==> src/rtl/counter_arbiter_ctrl.sv <==
// Two-requester round-robin controller around a 4-bit session counter.
// Each session: latch the target, clear, count x pulses up to the target, pulse done.
module counter_arbiter_ctrl (
    input  logic       clk,
    input  logic       reset,
    input  logic [1:0] req,
    input  logic [3:0] lim0,
    input  logic [3:0] lim1,
    input  logic       x,
    output logic [1:0] grant,
    output logic       busy,
    output logic [1:0] done,
    output logic       en,
    output logic [3:0] count
);

    typedef enum logic [2:0] {
        S_IDLE  = 3'b001,
        S_COUNT = 3'b010,
        S_DONE  = 3'b100
    } state_t;

    state_t     state_q, state_d;
    logic       last_q,  last_d;
    logic [1:0] grant_q, grant_d;
    logic [1:0] done_q,  done_d;
    logic       busy_q,  busy_d;
    logic [3:0] count_q, count_d;
    logic [3:0] lim_q,   lim_d;

    logic owner;
    logic winner;
    logic at_lim;

    assign owner  = grant_q[1];
    assign at_lim = (count_q == lim_q);
    // Under contention the requester not served last time wins.
    assign winner = (req == 2'b11) ? ~last_q : req[1];
    assign en     = (state_q == S_COUNT) & x & ~at_lim;

    always_comb begin
        state_d = state_q;
        last_d  = last_q;
        grant_d = grant_q;
        done_d  = 2'b00;
        busy_d  = busy_q;
        count_d = count_q;
        lim_d   = lim_q;
        case (state_q)
            S_IDLE: begin
                if (|req) begin
                    state_d = S_COUNT;
                    grant_d = winner ? 2'b10 : 2'b01;
                    lim_d   = winner ? lim1 : lim0;
                    count_d = 4'd0;
                    busy_d  = 1'b1;
                end
            end
            S_COUNT: begin
                // Abort takes priority over completion: a withdrawn request gets no done.
                if (!req[owner]) begin
                    state_d = S_IDLE;
                    grant_d = 2'b00;
                    busy_d  = 1'b0;
                    last_d  = owner;
                end else if (at_lim) begin
                    state_d = S_DONE;
                    done_d  = owner ? 2'b10 : 2'b01;
                end else if (en) begin
                    count_d = count_q + 4'd1;
                end
            end
            S_DONE: begin
                state_d = S_IDLE;
                grant_d = 2'b00;
                busy_d  = 1'b0;
                last_d  = owner;
            end
            default: begin
                state_d = S_IDLE;
                grant_d = 2'b00;
                busy_d  = 1'b0;
            end
        endcase
    end

    always_ff @(posedge clk or posedge reset) begin
        if (reset) begin
            state_q <= S_IDLE;
            last_q  <= 1'b1;
            grant_q <= 2'b00;
            done_q  <= 2'b00;
            busy_q  <= 1'b0;
            count_q <= 4'd0;
            lim_q   <= 4'd0;
        end else begin
            state_q <= state_d;
            last_q  <= last_d;
            grant_q <= grant_d;
            done_q  <= done_d;
            busy_q  <= busy_d;
            count_q <= count_d;
            lim_q   <= lim_d;
        end
    end

    assign grant = grant_q;
    assign done  = done_q;
    assign busy  = busy_q;
    assign count = count_q;

endmodule
==> config.mk <==
export PLATFORM = sky130hd
export DESIGN_NAME = counter_arbiter_ctrl
export DESIGN_NICKNAME = d
export VERILOG_FILES = /design/src/rtl/counter_arbiter_ctrl.sv
export SDC_FILE = /design/constraint.sdc
export NUM_CORES = 1
export LEC_CHECK = 0
export BUFFER_PORTS_ARGS = -buffer_cell sky130_fd_sc_hd__buf_2
export CAP_MARGIN = 25
export CORE_UTILIZATION = 54
export CTS_CLUSTER_SIZE = 14
export DETAILED_ROUTE_END_ITERATION = 10
export PLACE_DENSITY = 0.81
export SETUP_SLACK_MARGIN = 0.05
export SLEW_MARGIN = 20
export SYNTH_ARGS = -nofsm -noshare
export SYNTH_HDL_FRONTEND = slang
export SYNTH_SLANG_ARGS = --single-unit
export TNS_END_PERCENT = 5
==> constraint.sdc <==
create_clock -name clk -period 2.8 [get_ports clk]
set_input_delay 0.42 -clock clk [delete_from_list [all_inputs] [get_ports clk]]
set_output_delay 0.42 -clock clk [all_outputs]
set_load 0.02 [all_outputs]
* Word-level counts from Yosys, hierarchy flattened *
Index checks and enable logic that the tools add are counted.

word-level totals
  flip-flop bits (word level) = 17

operators by class
  multiplexer cells = 26
  reductions and logical operators = 8
  eq/ne operators = 11
  add/subtract/negate cells = 1
  magnitude comparators = 1
  bitwise logic cells = 4

operators with widths
  kind                                                                     number
  4-bit 2-to-1 mux                                                         5
  2-bit 2-to-1 mux                                                         7
  3-bit 2-to-1 mux                                                         3
  2-bit inequality test, second input constant                             4
  4-bit one-hot mux with 2 select lines                                    1
  2-bit AND reduction                                                      4
  1-bit 2-to-1 mux                                                         6
  3-bit one-hot mux with 2 select lines                                    1
  5-bit AND reduction                                                      1
  4-bit by 1-bit adder with 4-bit output, second input constant            1
  4-bit equality test                                                      1
  1-bit one-hot mux with 2 select lines                                    2
  2-bit one-hot mux with 2 select lines                                    1
  2-bit nonzero test                                                       2
  3-bit by 1-bit equality test with 1-bit output, second input constant    1
  3-bit by 2-bit equality test with 1-bit output, second input constant    1
  3-bit equality test, second input constant                               1
  3-bit inequality test, second input constant                             1
  1-bit bitwise AND                                                        2
  2-bit equality test, second input constant                               1
  1-bit by 2-bit < comparator with 1-bit output, second input constant     1
  2-bit by 1-bit inequality test with 1-bit output, second input constant  1
  1-bit inverter                                                           2
  2-bit OR reduction                                                       1

* Longest topological paths before layout *
Gate-level depths: netlist of the first run.

  depth after elaboration = 7
  gate-level depth with buffers = 5

* Worst setup path after synthesis of the first run *
OpenSTA, ideal clock, no wires.

  path type = register to output
  start point = register count_q[1], in the netlist count[1]
  end point = output en
  stages on the path, launching flop included = 4
  arrival time = 1.414 ns
  path slack = 0.966 ns
  buffers on the path = 0
  data required time = 2.380 ns
  cells stage by stage = dfrtp_1 > xor2_1 > o41ai_4 > nor2_1

on the way
  word-level cells in the longest chain between the ends = 3

ends and longest elaborated chain
  item                      line  text
  start: declaration        28    logic [3:0] count_q, count_d;
  start signal: assignment  102   count_q <= count_d;
  4-bit equality test       36    assign at_lim = (count_q == lim_q);
  1-bit inverter            39    assign en = (state_q == S_COUNT) & x & ~at_lim;
  1-bit bitwise AND         39
  end: declaration          13    output logic en,

No other way between the ends.

* Worst setup path after layout of the first run *
Ends and elaborated chain as after synthesis.

==> metrics, run 1 <==
initial antenna violation count 0; antenna viol nets, final 0; Ports 23; fin crit period 2.22 ns; vias per cell 5.61; Post-Syn Area per Cell roughly 11 um2; final worst setup slack 0.584 ns; yosys warns 0; Residual DRC 0; ys async rst share 100%; first-pass GRT wire length 2730 um; Setup Viol. Count Final 0; sequential share of power between 40% and 50%; Num CTS Buffers 3; n_diodes 0; sequential-to-total area share from yosys stat 48.2%; Synth Cell Area 888 um2; hold buffer count at CTS 0; DR vias 690; 1st-iter DRT viols 11; Starting Density 58.3%; clk sink count 17; setup TNS 0 ns; critical-path maximum fanout 9; static leakage 0.000528 uW; Final #Nets 122; layout cells sized above 1 33.6%; CTS tree built; GR Util All Layers 19.8%; H-tree levels 1; # resized after CTS 0; Skew-Pair Late Insertion Delay 0.27 ns; Die W approximately 43 um; Sw Pwr ~400 uW; Crit. End Element output pin; clk buf depth 2; Period Utilization, post-route 79.1%; die area between 0.0015 and 0.002 mm2; Post-synth EDFFs 0; CP startpoint kind register; count of final hold-check violations 0; crit path from count[1]; # Post-CTS Setup Buffers 0; kind of critical path reg -> out; P&R area growth vs syn 16.8%; Core Footprint ~0.0015 mm2; root buffer cell clkbuf_4; # Max-Cap Violations 0; vias in the first global route 650; flop2flop setup slack about 1 ns; CTS clk-pin slew, worst paths roughly 0.090 ns; RR Endpoint count[1]; clock group share of total power 12.9%; Synth Instances 82; Slew Limit Fails 0; CP required 2.38 ns; post-placement worst setup slack 0.910 ns; Top FF cell, synth dfrtp_1; Clock Skew approximately 0.00099 ns; post-route core utilization between 60% and 70%; largest net degree at the start of global routing 18; std cell rows 14; critical path arrival 1.80 ns; Die Ht approximately 43 um; Syn Nets 96; DRT Pass-1 Iters 4; RR Startpoint count[1]; Comb power frac a little over two fifths; post-synthesis register bit count 17; Pwr Density 926 mW/mm2; gpl congestion about 0.78; GRT Residual Overflow 0; sw frac about two fifths; Port Buffers 22; Distinct cells, synth 37; Slew headroom 56.8%; Cell Chain, Critical Path xor2_1, o41ai_4, nor2_1, buf_2; worst reg2reg path depth 4; Peak VDD IR 0.569 mV; WHS 0.209 ns; Worst Max-Slew Pin Slew 0.647 ns; post-detail-place hpwl between 1000 and 1500 um; Achievable Freq 0.451 GHz; status complete, no violations; RSZ-0062 raised after global routing no; Worst Hold Class in -> async; slowest stage cell, crit path o41ai_4; internal power 561 uW; crit-path max cell delay 0.58 ns; Routed WL 1590 um; Avg WL per Cell 12.9 um
metrics by stage:
stage / instances / power [uW] / area [um2]
6_report: 123 / 960 / 1040
3_5_place_dp: 119 / 842 / 1010
4_1_cts: 123 / 968 / 1040
2_1_floorplan: 82 / 739 / 888
5_1_grt: 123 / 1030 / 1040
3_3_place_gp: 119 / 827 / 1010
cell type report:
class                   count  area, um2
well taps                  16       20.0
multi-input cells          59        434
clock buffers               4       26.3
repair buffers             22        110
fillers                   124        487
inverters                   5       18.8
flip-flops and latches     17        428
worst max-delay path by stage:
stage,to,slack [ns],cells past startpoint
global placement,en,0.93,4
detailed placement,en,0.91,4
global route,en,0.49,4
floorplan,en,0.97,3
CTS,en,0.58,4
finish,en,0.58,4
layout by cell type, fill, tap and decap left out, drive strengths merged:
cell and n:
o22ai 1, a211o 1, nand2b 1, xor2 4, a31oi 2, nor4 2, o31a 1, dfstp 2
nand2 4, inv 5, nor3 1, clkbuf 4, a221o 1, dfrtp 15, a211oi 1, ha 1
nor3b 2, mux2i 5, o21ai 2, buf 22, nor2 10, mux2 1, a22o 1, a21boi 1
o211a 1, nand3 1, o21ba 1, or3b 2, a21o 2, nor2b 1, a21oi 7, o41ai 1
and3 1
flip-flops by register name (all words and copies together) (netlist names):
| signal | cells |
|---|---|
| last_q | 1 |
| done | 2 |
| busy | 1 |
| lim_q | 4 |
| state_q | 3 |
| grant | 2 |
| count | 4 |
per-layer routing:
metal | global-route usage [%] | up-vias | part of all wire [%]
met4 | 5.63 | 0 | 1.4
met5 | 0 | - | 0
li1 | - | 348 | -
met2 | 31.7 | 18 | 47
met1 | 28.1 | 320 | 47
met3 | 2.59 | 4 | 4.0
worst max-delay path: cells and delay by family, from the launching register on:
family                    cells  cell delay (ns)
DFF                           1             0.47
AOI/OAI and AO/OA             1             0.58
buffers and inverters         1             0.17
xor gates and xnor gates      1             0.24
and+or+nand+nor               1             0.07
cell usage after synthesis (2+ instances only):
master   count  area share [%]
dfrtp_1     15              42
nor2_1       9             3.8
a21oi_1      6             3.4
mux2i_1      5             5.6
inv_1        4             1.7
nand2_1      4             1.7
xor2_1       4             3.9
a21o_1       2             1.7
a31oi_1      2             1.4
dfstp_2      2             5.9
nor4_1       2             1.4
o21ai_0      2             1.1
power by group through the flow:
stage          Sequential, uW  Combinational [uW]  Clock [uW]
6_report                  419                 418         123
5_1_grt                   432                 466         136
4_1_cts                   418                 421         128
3_3_place_gp              419                 408           0
3_5_place_dp              423                 419           0
2_1_floorplan             442                 297           0
cell families after synthesis:
family	after synthesis	synth area share, %
adder cells (fa/ha/maj)	1	1.41
multiplexers	6	6.90
buffers and inverters	6	2.96
flip-flops	17	48.2
XOR/XNOR	4	3.94
AND/OR/NAND/NOR	25	15.4
AO/OA/AOI/OAI	23	21.3
No activity file was read; power rests on OpenSTA's default activity.
==> inputs of run 2 (changes only) <==
--- a/config.mk
+++ b/config.mk
@@ -5,12 +5,14 @@
 export SDC_FILE = /design/constraint.sdc
 export NUM_CORES = 1
 export LEC_CHECK = 0
+export ABC_AREA = 1
 export BUFFER_PORTS_ARGS = -buffer_cell sky130_fd_sc_hd__buf_2
 export CAP_MARGIN = 25
-export CORE_UTILIZATION = 54
+export CORE_ASPECT_RATIO = 0.75
+export CORE_UTILIZATION = 51
 export CTS_CLUSTER_SIZE = 14
 export DETAILED_ROUTE_END_ITERATION = 10
-export PLACE_DENSITY = 0.81
+export PLACE_DENSITY = 0.77
 export SETUP_SLACK_MARGIN = 0.05
 export SLEW_MARGIN = 20
 export SYNTH_ARGS = -nofsm -noshare
==> constraint.sdc (replaced) <==
create_clock -name clk -period 2.25 [get_ports clk]
set_input_delay 0.3375 -clock clk [delete_from_list [all_inputs] [get_ports clk]]
set_output_delay 0.3375 -clock clk [all_outputs]
set_load 0.02 [all_outputs]
==> metrics, run 2 <==
met1 wire length 893 um (was 747 um); fin crit period about 1.9 ns; Synth Instances 117 (was 82); Distinct cells, synth 25 (was 37); Slew Limit Fails 0 (unchanged); final instance area 0.00107 mm2 (was 0.00104 mm2); critical-path maximum fanout 6 (was 9); Starting Density 58.2% (was 58.3%); Top FF cell, synth dfrtp_1 (unchanged); sw frac 44.1% (was 41.6%); layout cells sized above 1 26.1% (was 33.6%); Skew-Pair Late Insertion Delay 0.30 ns (was 0.27 ns); most frequent cell after synthesis nand2_1 (was dfrtp_1); Sw Pwr 516 uW (was 399 uW); # Max-Cap Violations 0 (unchanged); Ports 23 (unchanged); die area 0.00197 mm2 (was 0.00181 mm2); vias in the first global route 714 (was 650); Pwr Density 1090 mW/mm2 (was 926 mW/mm2); post-route core utilization 68.0% (was 68.1%); clk buf depth 2 (unchanged); Comb power frac 44.2% (was 43.5%); Syn Nets 131 (was 96); Residual DRC 0 (unchanged); static leakage 0.000578 uW (was 0.000528 uW); setup TNS 0 ns (unchanged); post-synth top area share 40.9% (was 42.3%); Peak VDD IR 0.830 mV (was 0.569 mV); hold buffer count at CTS 0 (unchanged); commonest non-fill, non-tap cells in the layout nand2_1 (27), buf_2 (22), inv_1 (20), dfrtp_1 (15), nor2_1 (12) (was buf_2 (22), dfrtp_1 (15), nor2_1 (9), a21oi_1 (6), mux2i_1 (5)); RSZ-0062 raised after global routing no (unchanged); root buffer cell clkbuf_4 (unchanged); Cell Area, Placed 0.00105 mm2 (was 0.00101 mm2); 1st-iter DRT viols 16 (was 11); clock group share of total power 14.6% (was 12.9%); WHS 0.102 ns (was 0.209 ns); Routed WL 1850 um (was 1590 um); initial antenna violation count 0 (unchanged); H-tree levels 1 (unchanged); Achievable Freq around 0.53 GHz; Worst Max-Slew Pin Slew 0.636 ns (was 0.647 ns); CTS clk-pin slew, worst paths 0.10 ns (was 0.09 ns); Worst Hold Class in -> async (unchanged); sequential-to-total area share from yosys stat 46.7% (was 48.2%); post-synthesis register bit count 17 (unchanged); CP startpoint kind register (unchanged); met3 WL 111 um (was 64 um); dominant cell type by area after synthesis dfrtp_1 (unchanged); sequential share of power 41.1% (was 43.6%); Num CTS Buffers 3 (unchanged); synth top area cells dfrtp_1 (41%), nand2_1 (11%), inv_1 (8.2%), o21ai_0 (6.0%), dfstp_2 (5.7%) (was dfrtp_1 (42%), dfstp_2 (5.9%), mux2i_1 (5.6%), xor2_1 (3.9%), nor2_1 (3.8%)); GR Util All Layers 23.4% (was 19.8%); Port Buffers 22 (unchanged); # Post-CTS Setup Buffers 0 (unchanged); n_diodes 0 (unchanged); Slew headroom 57.6% (was 56.8%); std cell rows 12 (was 14); Post-Syn Area per Cell 7.84 um2 (was 10.8 um2); first-pass GRT wire length 3240 um (was 2730 um); status complete, no violations (unchanged); CTS tree built (unchanged); CP required 1.91 ns (was 2.38 ns); vias per cell 5.07 (was 5.61); Clock Skew 0.00247 ns (was 0.000990 ns); WL met2 832 um (was 751 um); post-detail-place hpwl 1440 um (was 1200 um); synth cell count leaders nand2_1 (27), inv_1 (20), dfrtp_1 (15) (was dfrtp_1 (15), nor2_1 (9), a21oi_1 (6)); yosys warns 0 (unchanged); DR vias 826 (was 690); P&R area growth vs syn 16.9% (was 16.8%); Setup Viol. Count Final 0 (unchanged); Period Utilization, post-route 84.1%; clk sink count 17 (unchanged); Synth Cell Area 917 um2 (was 888 um2); gpl congestion 0.834 (was 0.776); GRT Residual Overflow 0 (unchanged); # resized after CTS 0 (unchanged); post-placement worst setup slack 0.696 ns (was 0.910 ns); Post-synth EDFFs 0 (unchanged); ys async rst share 100% (unchanged); Die W 51.0 um (was 42.6 um); Final #Nets 157 (was 122); antenna viol nets, final 0 (unchanged); Core Footprint 0.00158 mm2 (was 0.00152 mm2); Avg WL per Cell 11.3 um (was 12.9 um); critical path arrival 1.56 ns (was 1.80 ns); Die Ht 38.7 um (was 42.6 um); count of final hold-check violations 0 (unchanged); most common cell after layout, fill and taps aside nand2_1 (was buf_2); kind of critical path reg -> out (unchanged); internal power 653 uW (was 561 uW); largest net degree at the start of global routing 18 (unchanged); DRT Pass-1 Iters 4 (unchanged); highest routed layer met4 (unchanged); Crit. End Element output pin (unchanged); final worst setup slack 0.357 ns (was 0.584 ns)
==> run 2: cell types whose count changed after synthesis, moves of 5 or more <==
cell	before	now
nand2_1	4	27
mux2i_1	5	0
inv_1	4	20
nand3_1	1	8
o21ai_0	2	11
a21oi_1	6	1
==> run 2: worst max-delay path: stages (launching register included) <==
cell and delay (ns):
dfrtp_1 0.43, nor3_4 0.32, inv_2 0.12, nor2_2 0.10, nand2_1 0.09, inv_1 0.06, buf_2 0.15
==> run 2: worst paths after layout <==
check,from,end,depth (start not counted),slack (ns)
max,state_q[2],en,6,0.36
min,reset,state_q[1],2,0.10
max reg2reg,state_q[0],count[2],6,0.76
min reg2reg,last_q,last_q,2,0.50
max in group asynchronous,reset,grant[1],2,1.74
min in group clk,lim1[2],lim_q[2],3,0.29
==> run 2: logic make-up (layout without fill, tap and decap cells) <==
family / Yosys count / after routing / synth area share (%)
AOI/OAI and AO/OA: 19 / 19 / 12.0
xor gates and xnor gates: 2 / 2 / 1.91
adders and majority gates: 1 / 1 / 1.36
buffers and inverters: 22 / 47 / 9.41
DFF: 17 / 17 / 46.7
and+or+nand+nor: 56 / 56 / 28.7
==> run 2: through the flow <==
step | total power, uW | std cells
final | 1170 | 163
after detailed placement | 1010 | 159
after global placement | 985 | 159
after CTS | 1170 | 163
after floorplan | 880 | 117
after global routing | 1270 | 163
==> run 2: area by class of cell <==
cell class | count | area [um2]
clock buffer | 4 | 26.3
fill | 157 | 504
inverter | 21 | 78.8
multi-input combinational | 78 | 403
sequential | 17 | 428
tap | 21 | 26.3
timing repair buffer | 22 | 110
==> run 2: routing by layer <==
metal / up-vias / GRT usage, %
met2: 23 / 38.5
li1: 418 / -
met4: 0 / 4.17
met1: 383 / 30.1
met5: - / 0
met3: 2 / 8.24
==> run 2: power groups by stage <==
stage,registers [uW],logic [uW],clock network (uW)
6_report,481,517,171
2_1_floorplan,501,378,0
5_1_grt,496,596,182
4_1_cts,482,520,173
3_3_place_gp,483,502,0
3_5_place_dp,488,517,0
